$ cat config.mk
export PLATFORM = sky130hd
export DESIGN_NAME = pwm_deadtime
export DESIGN_NICKNAME = d
export VERILOG_FILES = /design/src/rtl/pwm_deadtime_pkg.sv /design/src/rtl/pwm_fault_sync.sv /design/src/rtl/pwm_deadtime.sv
export SDC_FILE = /design/constraint.sdc
export NUM_CORES = 1
export LEC_CHECK = 0
export BUFFER_PORTS_ARGS = -buffer_cell sky130_fd_sc_hd__buf_2
export CAP_MARGIN = 20
export CORE_UTILIZATION = 38
export CTS_BUF_LIST = sky130_fd_sc_hd__clkbuf_2
export CTS_CLUSTER_DIAMETER = 80
export DETAILED_ROUTE_END_ITERATION = 8
export PLACE_DENSITY = 0.64
export SLEW_MARGIN = 30
export SYNTH_ARGS = -nofsm -noshare
export SYNTH_HDL_FRONTEND = slang
export SYNTH_HIERARCHICAL = 1
export SYNTH_SLANG_ARGS = --single-unit
$ cat constraint.sdc
create_clock -name clk -period 3 [get_ports clk]
set_input_delay 0.45 -clock clk [delete_from_list [all_inputs] [get_ports clk]]
set_output_delay 0.45 -clock clk [all_outputs]
set_load 0.02 [all_outputs]
$ cat src/rtl/pwm_deadtime_pkg.sv
// Shared constants for the complementary PWM dead-time stage.
// State codes are fixed 3-bit values so they stay stable across tools and waveforms.
package pwm_deadtime_pkg;

    localparam int DT_WIDTH_DEF = 16;

    localparam logic [2:0] ST_OFF       = 3'd0;
    localparam logic [2:0] ST_DEAD_TO_H = 3'd1;
    localparam logic [2:0] ST_HIGH      = 3'd2;
    localparam logic [2:0] ST_DEAD_TO_L = 3'd3;
    localparam logic [2:0] ST_LOW       = 3'd4;
    localparam logic [2:0] ST_FAULT     = 3'd5;

endpackage

$ cat src/rtl/pwm_fault_sync.sv
// Multi-flop synchronizer bringing the asynchronous fault request into the clk domain.
module pwm_fault_sync #(
    parameter int STAGES = 2
) (
    input  logic clk,
    input  logic rstn,
    input  logic d,
    output logic q
);

    logic [STAGES-1:0] chain;

    always_ff @(posedge clk or negedge rstn) begin
        if (!rstn) begin
            chain <= '0;
        end else begin
            chain <= {chain[STAGES-2:0], d};
        end
    end

    assign q = chain[STAGES-1];

endmodule

$ cat src/rtl/pwm_deadtime.sv
// Complementary high/low gate driver with programmable dead time, enable gating
// and a latched fault shutdown for half-bridge drivers.
module pwm_deadtime
    import pwm_deadtime_pkg::*;
#(
    parameter int DT_WIDTH    = DT_WIDTH_DEF,
    parameter int SYNC_STAGES = 2
) (
    input  logic                clk,
    input  logic                rstn,
    input  logic                pwm_in,
    input  logic                enable,
    input  logic [DT_WIDTH-1:0] dead_time,
    input  logic                fault,
    input  logic                fault_clr,
    output logic                pwm_h,
    output logic                pwm_l,
    output logic                dt_active,
    output logic                fault_latched
);

    logic [2:0]          state;
    logic [2:0]          state_next;
    logic [DT_WIDTH-1:0] cnt;
    logic [DT_WIDTH-1:0] cnt_next;
    logic [DT_WIDTH-1:0] dt_load;
    logic                fault_s;

    pwm_fault_sync #(
        .STAGES(SYNC_STAGES)
    ) u_fault_sync (
        .clk  (clk),
        .rstn (rstn),
        .d    (fault),
        .q    (fault_s)
    );

    // A zero dead time still yields one cycle with both gates off.
    assign dt_load = (dead_time == '0) ? '0 : dead_time - DT_WIDTH'(1);

    always_comb begin
        state_next = state;
        cnt_next   = cnt;
        if (fault_s) begin
            state_next = ST_FAULT;
            cnt_next   = '0;
        end else if (state == ST_FAULT) begin
            if (fault_clr) begin
                state_next = ST_OFF;
            end
        end else if (!enable) begin
            state_next = ST_OFF;
            cnt_next   = '0;
        end else begin
            case (state)
                ST_OFF: begin
                    state_next = pwm_in ? ST_DEAD_TO_H : ST_DEAD_TO_L;
                    cnt_next   = dt_load;
                end
                ST_DEAD_TO_H: begin
                    if (!pwm_in) begin
                        state_next = ST_LOW;
                        cnt_next   = '0;
                    end else if (cnt == '0) begin
                        state_next = ST_HIGH;
                    end else begin
                        cnt_next = cnt - DT_WIDTH'(1);
                    end
                end
                ST_HIGH: begin
                    if (!pwm_in) begin
                        state_next = ST_DEAD_TO_L;
                        cnt_next   = dt_load;
                    end
                end
                ST_DEAD_TO_L: begin
                    if (pwm_in) begin
                        state_next = ST_HIGH;
                        cnt_next   = '0;
                    end else if (cnt == '0) begin
                        state_next = ST_LOW;
                    end else begin
                        cnt_next = cnt - DT_WIDTH'(1);
                    end
                end
                ST_LOW: begin
                    if (pwm_in) begin
                        state_next = ST_DEAD_TO_H;
                        cnt_next   = dt_load;
                    end
                end
                default: begin
                    state_next = ST_OFF;
                    cnt_next   = '0;
                end
            endcase
        end
    end

    // Outputs are flopped from the next-state decode so the gates never glitch.
    always_ff @(posedge clk or negedge rstn) begin
        if (!rstn) begin
            state         <= ST_OFF;
            cnt           <= '0;
            pwm_h         <= 1'b0;
            pwm_l         <= 1'b0;
            dt_active     <= 1'b0;
            fault_latched <= 1'b0;
        end else begin
            state         <= state_next;
            cnt           <= cnt_next;
            pwm_h         <= (state_next == ST_HIGH);
            pwm_l         <= (state_next == ST_LOW);
            dt_active     <= (state_next == ST_DEAD_TO_H) || (state_next == ST_DEAD_TO_L);
            fault_latched <= (state_next == ST_FAULT);
        end
    end

endmodule

==> report_table.html <==
<table>
<tr><th>Metric</th><th>Value</th></tr>
<tr><th colspan="2">Clocking</th></tr>
<tr><td>Hold buffer count at cts</td><td>0</td></tr>
<tr><td>Clock-pin slew on the worst setup and hold paths</td><td>0.24 ns</td></tr>
<tr><td>Clock root buffer</td><td>clkbuf_2</td></tr>
<tr><td>Clock tree from TritonCTS</td><td>done</td></tr>
<tr><td>Buffer levels on the longest clock path</td><td>2</td></tr>
<tr><td>Number of buffers inserted during clock tree synthesis</td><td>3</td></tr>
<tr><td>Number of gates resized after cts</td><td>0</td></tr>
<tr><td>Clock latency reported for the late side of the worst-skew pair</td><td>0.36 ns</td></tr>
<tr><td>Sink Count</td><td>25</td></tr>
<tr><td>Setup Buffers After CTS</td><td>0</td></tr>
<tr><td>H-tree Lvls</td><td>1</td></tr>
<tr><th colspan="2">Final layout</th></tr>
<tr><td>Count of filler cells inserted in the layout</td><td>486</td></tr>
<tr><td>Share of cells above drive strength 1</td><td>19.92%</td></tr>
<tr><td>Area taken by multi-input logic gates</td><td>roughly 1200 µm²</td></tr>
<tr><td>Final net count</td><td>262</td></tr>
<tr><td>Area added between synthesis and finish</td><td>10.29%</td></tr>
<tr><td># diodes</td><td>0</td></tr>
<tr><td>FF/Latch Area</td><td>625.6 µm²</td></tr>
<tr><th colspan="2">Logic synthesis</th></tr>
<tr><td>FF+latch count, synth</td><td>25</td></tr>
<tr><td>Most instantiated library cell after synthesis</td><td>dfrtp_1</td></tr>
<tr><td>Library cells used by synthesis</td><td>45</td></tr>
<tr><td>Primary flip-flop cell chosen by synthesis mapping</td><td>dfrtp_1</td></tr>
<tr><td>Top cell type by total area after synthesis</td><td>dfrtp_1</td></tr>
<tr><td>Most common library cells after synthesis</td><td>dfrtp_1 (25), nor2_1 (21), nand3_1 (14)</td></tr>
<tr><td>Cells taking the most area after synthesis</td><td>dfrtp_1 (34%), nor2_1 (4.3%), nand3_1 (3.8%)</td></tr>
<tr><td>Syn. warnings</td><td>6</td></tr>
<tr><td>Cell area after technology mapping</td><td>between 1500 and 2000 µm²</td></tr>
<tr><td>Number of flops mapped to enable cells by yosys</td><td>0</td></tr>
<tr><td>Sequential-to-total area share from yosys stat</td><td>approximately a third</td></tr>
<tr><td>Fraction of post-synthesis cell area in the top cell type by area</td><td>~34%</td></tr>
<tr><td>Mapped Avg Cell Area</td><td>8.636 µm²</td></tr>
<tr><td>Count of mapped cells out of synthesis</td><td>~210</td></tr>
<tr><td>Proportion of synthesized flip-flops having asynchronous set or reset</td><td>100.0%</td></tr>
<tr><td>Post-synthesis net count</td><td>between 200 and 250</td></tr>
<tr><th colspan="2">Setup path</th></tr>
<tr><td>Critical R2R Capture</td><td>cnt[1]$_DFFE_PN0P_</td></tr>
<tr><td>Flop2flop setup slack</td><td>0.66 ns</td></tr>
<tr><td>Nature of the critical path endpoint</td><td>flip-flop</td></tr>
<tr><td>Crit Path Category</td><td>reg2reg</td></tr>
<tr><td>Worst reg2reg path startpoint</td><td>state[0]$_DFF_PN0_</td></tr>
<tr><td>Number of cells on the worst reg-to-reg path</td><td>4</td></tr>
<tr><td>Setup crit start kind</td><td>flip-flop</td></tr>
<tr><td>Max stage delay on crit path</td><td>0.64 ns</td></tr>
<tr><td>Worst-path fanout max</td><td>15</td></tr>
<tr><td>Slowest cell on the critical path</td><td>dfrtp_1</td></tr>
<tr><td>Launching element of the worst setup path</td><td>state[0]$_DFF_PN0_</td></tr>
<tr><td>Worst EP required</td><td>roughly 3.3 ns</td></tr>
<tr><td>Arrival time of data at the critical path endpoint</td><td>2.62 ns</td></tr>
<tr><td>Crit path cell chain</td><td>and3b_1 &gt; a211oi_1 &gt; nand3_1 &gt; o221ai_1</td></tr>
<tr><th colspan="2">Drt</th></tr>
<tr><td>Remaining design rule violation count</td><td>0</td></tr>
<tr><td>Iteration-0 DRC count of the detailed router</td><td>107</td></tr>
<tr><td>Wire length per cell</td><td>14.81 µm</td></tr>
<tr><td>Total length of routed wires</td><td>4294 µm</td></tr>
<tr><td>Routed vias/inst</td><td>5.955</td></tr>
<tr><td>Final antenna-violating net count</td><td>0</td></tr>
<tr><td>1st-pass router iterations</td><td>5</td></tr>
<tr><td>Total number of vias</td><td>1,727</td></tr>
<tr><th colspan="2">Timing</th></tr>
<tr><td>Hold_ws</td><td>0.03143 ns</td></tr>
<tr><td>Number of endpoints failing setup at the final stage</td><td>0</td></tr>
<tr><td>Final min period</td><td>approximately 2.3 ns</td></tr>
<tr><td>Unrepaired setup endpoints after global routing</td><td>no</td></tr>
<tr><td>Share of the cycle needed by the critical path after routing</td><td>78.07%</td></tr>
<tr><td>Number of failing hold endpoints at the final stage</td><td>0</td></tr>
<tr><td>Number of pins with negative max-slew slack in the final report</td><td>0</td></tr>
<tr><td>Setup tns final</td><td>0 ns</td></tr>
<tr><td>Worst Clk Skew</td><td>0.003985 ns</td></tr>
<tr><td>Slew at the pin closest to its max-slew limit</td><td>approximately 0.64 ns</td></tr>
<tr><td>Slew margin rel.</td><td>57.52%</td></tr>
<tr><td>Highest achievable clock rate</td><td>0.4270 GHz</td></tr>
<tr><th colspan="2">Place</th></tr>
<tr><td>Routability congestion estimate</td><td>~0.86</td></tr>
<tr><td>Hpwl dp</td><td>3220 µm</td></tr>
<tr><td>Count of buffers from port buffering</td><td>25</td></tr>
<tr><th colspan="2">Global route</th></tr>
<tr><td>Overall overflow remaining after global route</td><td>0</td></tr>
<tr><td>Initial antenna violation count</td><td>0</td></tr>
<tr><td>Global-route wire length before repair</td><td>7652 µm</td></tr>
<tr><td>Vias in the first global route</td><td>about 1,600</td></tr>
<tr><td>Global router's overall resource usage</td><td>18.77%</td></tr>
<tr><td>Pin count of the biggest net entering global routing</td><td>26</td></tr>
<tr><th colspan="2">Pwr</th></tr>
<tr><td>Leakage power summed over all cells</td><td>0.8456 nW</td></tr>
<tr><td>Overall power of the completed layout</td><td>~950 µW</td></tr>
<tr><td>Peak supply drop</td><td>0.1757 mV</td></tr>
<tr><td>Power per standard cell area</td><td>467.6 nW/µm²</td></tr>
<tr><th colspan="2">Job</th></tr>
<tr><td>Max cap viols</td><td>0</td></tr>
<tr><th colspan="2">Status</th></tr>
<tr><td>Result of the run</td><td>complete, no violations</td></tr>
<tr><th colspan="2">Die</th></tr>
<tr><td>Number of placed I/O pins</td><td>26</td></tr>
<tr><td>Overall die area</td><td>slightly above 5000 µm²</td></tr>
<tr><td>Cell row count</td><td>25</td></tr>
<tr><td>Initial standard-cell utilization of the core</td><td>39.39%</td></tr>
<tr><td>Area of the core</td><td>4692 µm²</td></tr>
<tr><td>Die Height</td><td>71.74 µm</td></tr>
<tr><td>Die Width</td><td>71.74 µm</td></tr>
<tr><th colspan="2">Min path</th></tr>
<tr><td>Min-delay worst type</td><td>in2async</td></tr>
</table>
==> cell usage in the layout, fill, tap and decap left out, drive strengths merged, types with 8 or more instances in the layout <==
cell type	count
dfrtp	25
xnor2	8
nand2	10
xor2	8
a21oi	11
nand3	14
o21ai	16
o221ai	8
nor4	11
nor2	21
buf	27
==> report_power, final <==
| group | internal, mW | total [mW] | switching [mW] | leakage, nW |
|---|---|---|---|---|
| logic | 0.154 | 0.407 | 0.253 | 0.497 |
| clock network | 0.0302 | 0.135 | 0.105 | 0.0164 |
| registers | 0.366 | 0.411 | 0.0454 | 0.332 |
==> worst max-delay path: cells and delay by family, from the launching register on <==
family           cells  cell delay, ns
AND/OR/NAND/NOR      2            0.81
AO/OA/AOI/OAI        2            0.82
flip-flops           1            0.64
==> flip-flops by register name, indices dropped and copies added (netlist names) <==
register,count
cnt,16
pwm_l,1
pwm_h,1
state,3
dt_active,1
fault_latched,1
u_fault_sync/chain,2
==> through the flow <==
stage          cells  utilization, %  setup WS, ns  cell area [µm²]
6_report         290           43.44        0.6580             2038
5_1_grt          290           43.44        0.5076             2038
4_1_cts          290           43.44        0.7089             2038
3_5_place_dp     286           43.01        0.7612             2018
3_3_place_gp     286           43.01        0.7361             2018
2_1_floorplan    214               -         1.042             1848
==> per-layer routing <==
| metal | global-route usage, % | vias to the layer above | wire length [µm] | part of all wire (%) |
|---|---|---|---|---|
| li1 | - | 850 | - | - |
| met1 | 27.51 | 787 | 2011 | 47 |
| met2 | 28.93 | 86 | 1899 | 44 |
| met3 | 2.672 | 4 | 336 | 7.8 |
| met4 | 5.011 | 0 | 46 | 1.1 |
| met5 | 0 | - | 0 | 0 |
==> area by class of cell <==
class / count / area share [%]
Clock inverter: 1 / 0.2455
Clock buffer: 3 / 0.7366
Multi-Input combinational cell: 173 / 56.84
Sequential cell: 25 / 30.69
Timing Repair Buffer: 27 / 6.875
Inverter: 7 / 1.289
Tap cell: 54 / 3.315
==> cell families (layout without fill, tap and decap cells) <==
family          Yosys count  after routing  share of synthesized area [%]
compound gates           54             54                          19.09
simple gates            100            100                          33.99
xor+xnor                 16             16                          7.583
fa+ha+maj                 3              3                          2.031
buf+inv                  16             38                          3.453
flops                    25             25                          33.85
==> worst max path at each step <==
| stage | to | slack [ns] | cells after the start |
|---|---|---|---|
| after floorplan | cnt[14]$_DFFE_PN0P_ | 1.04 | 7 |
| after CTS | cnt[1]$_DFFE_PN0P_ | 0.71 | 4 |
| after global routing | cnt[1]$_DFFE_PN0P_ | 0.51 | 4 |
| final | cnt[1]$_DFFE_PN0P_ | 0.66 | 4 |
| after detailed placement | cnt[1]$_DFFE_PN0P_ | 0.76 | 4 |
| after global placement | cnt[1]$_DFFE_PN0P_ | 0.74 | 5 |
Note: power is estimated with default switching activity, not from simulation.
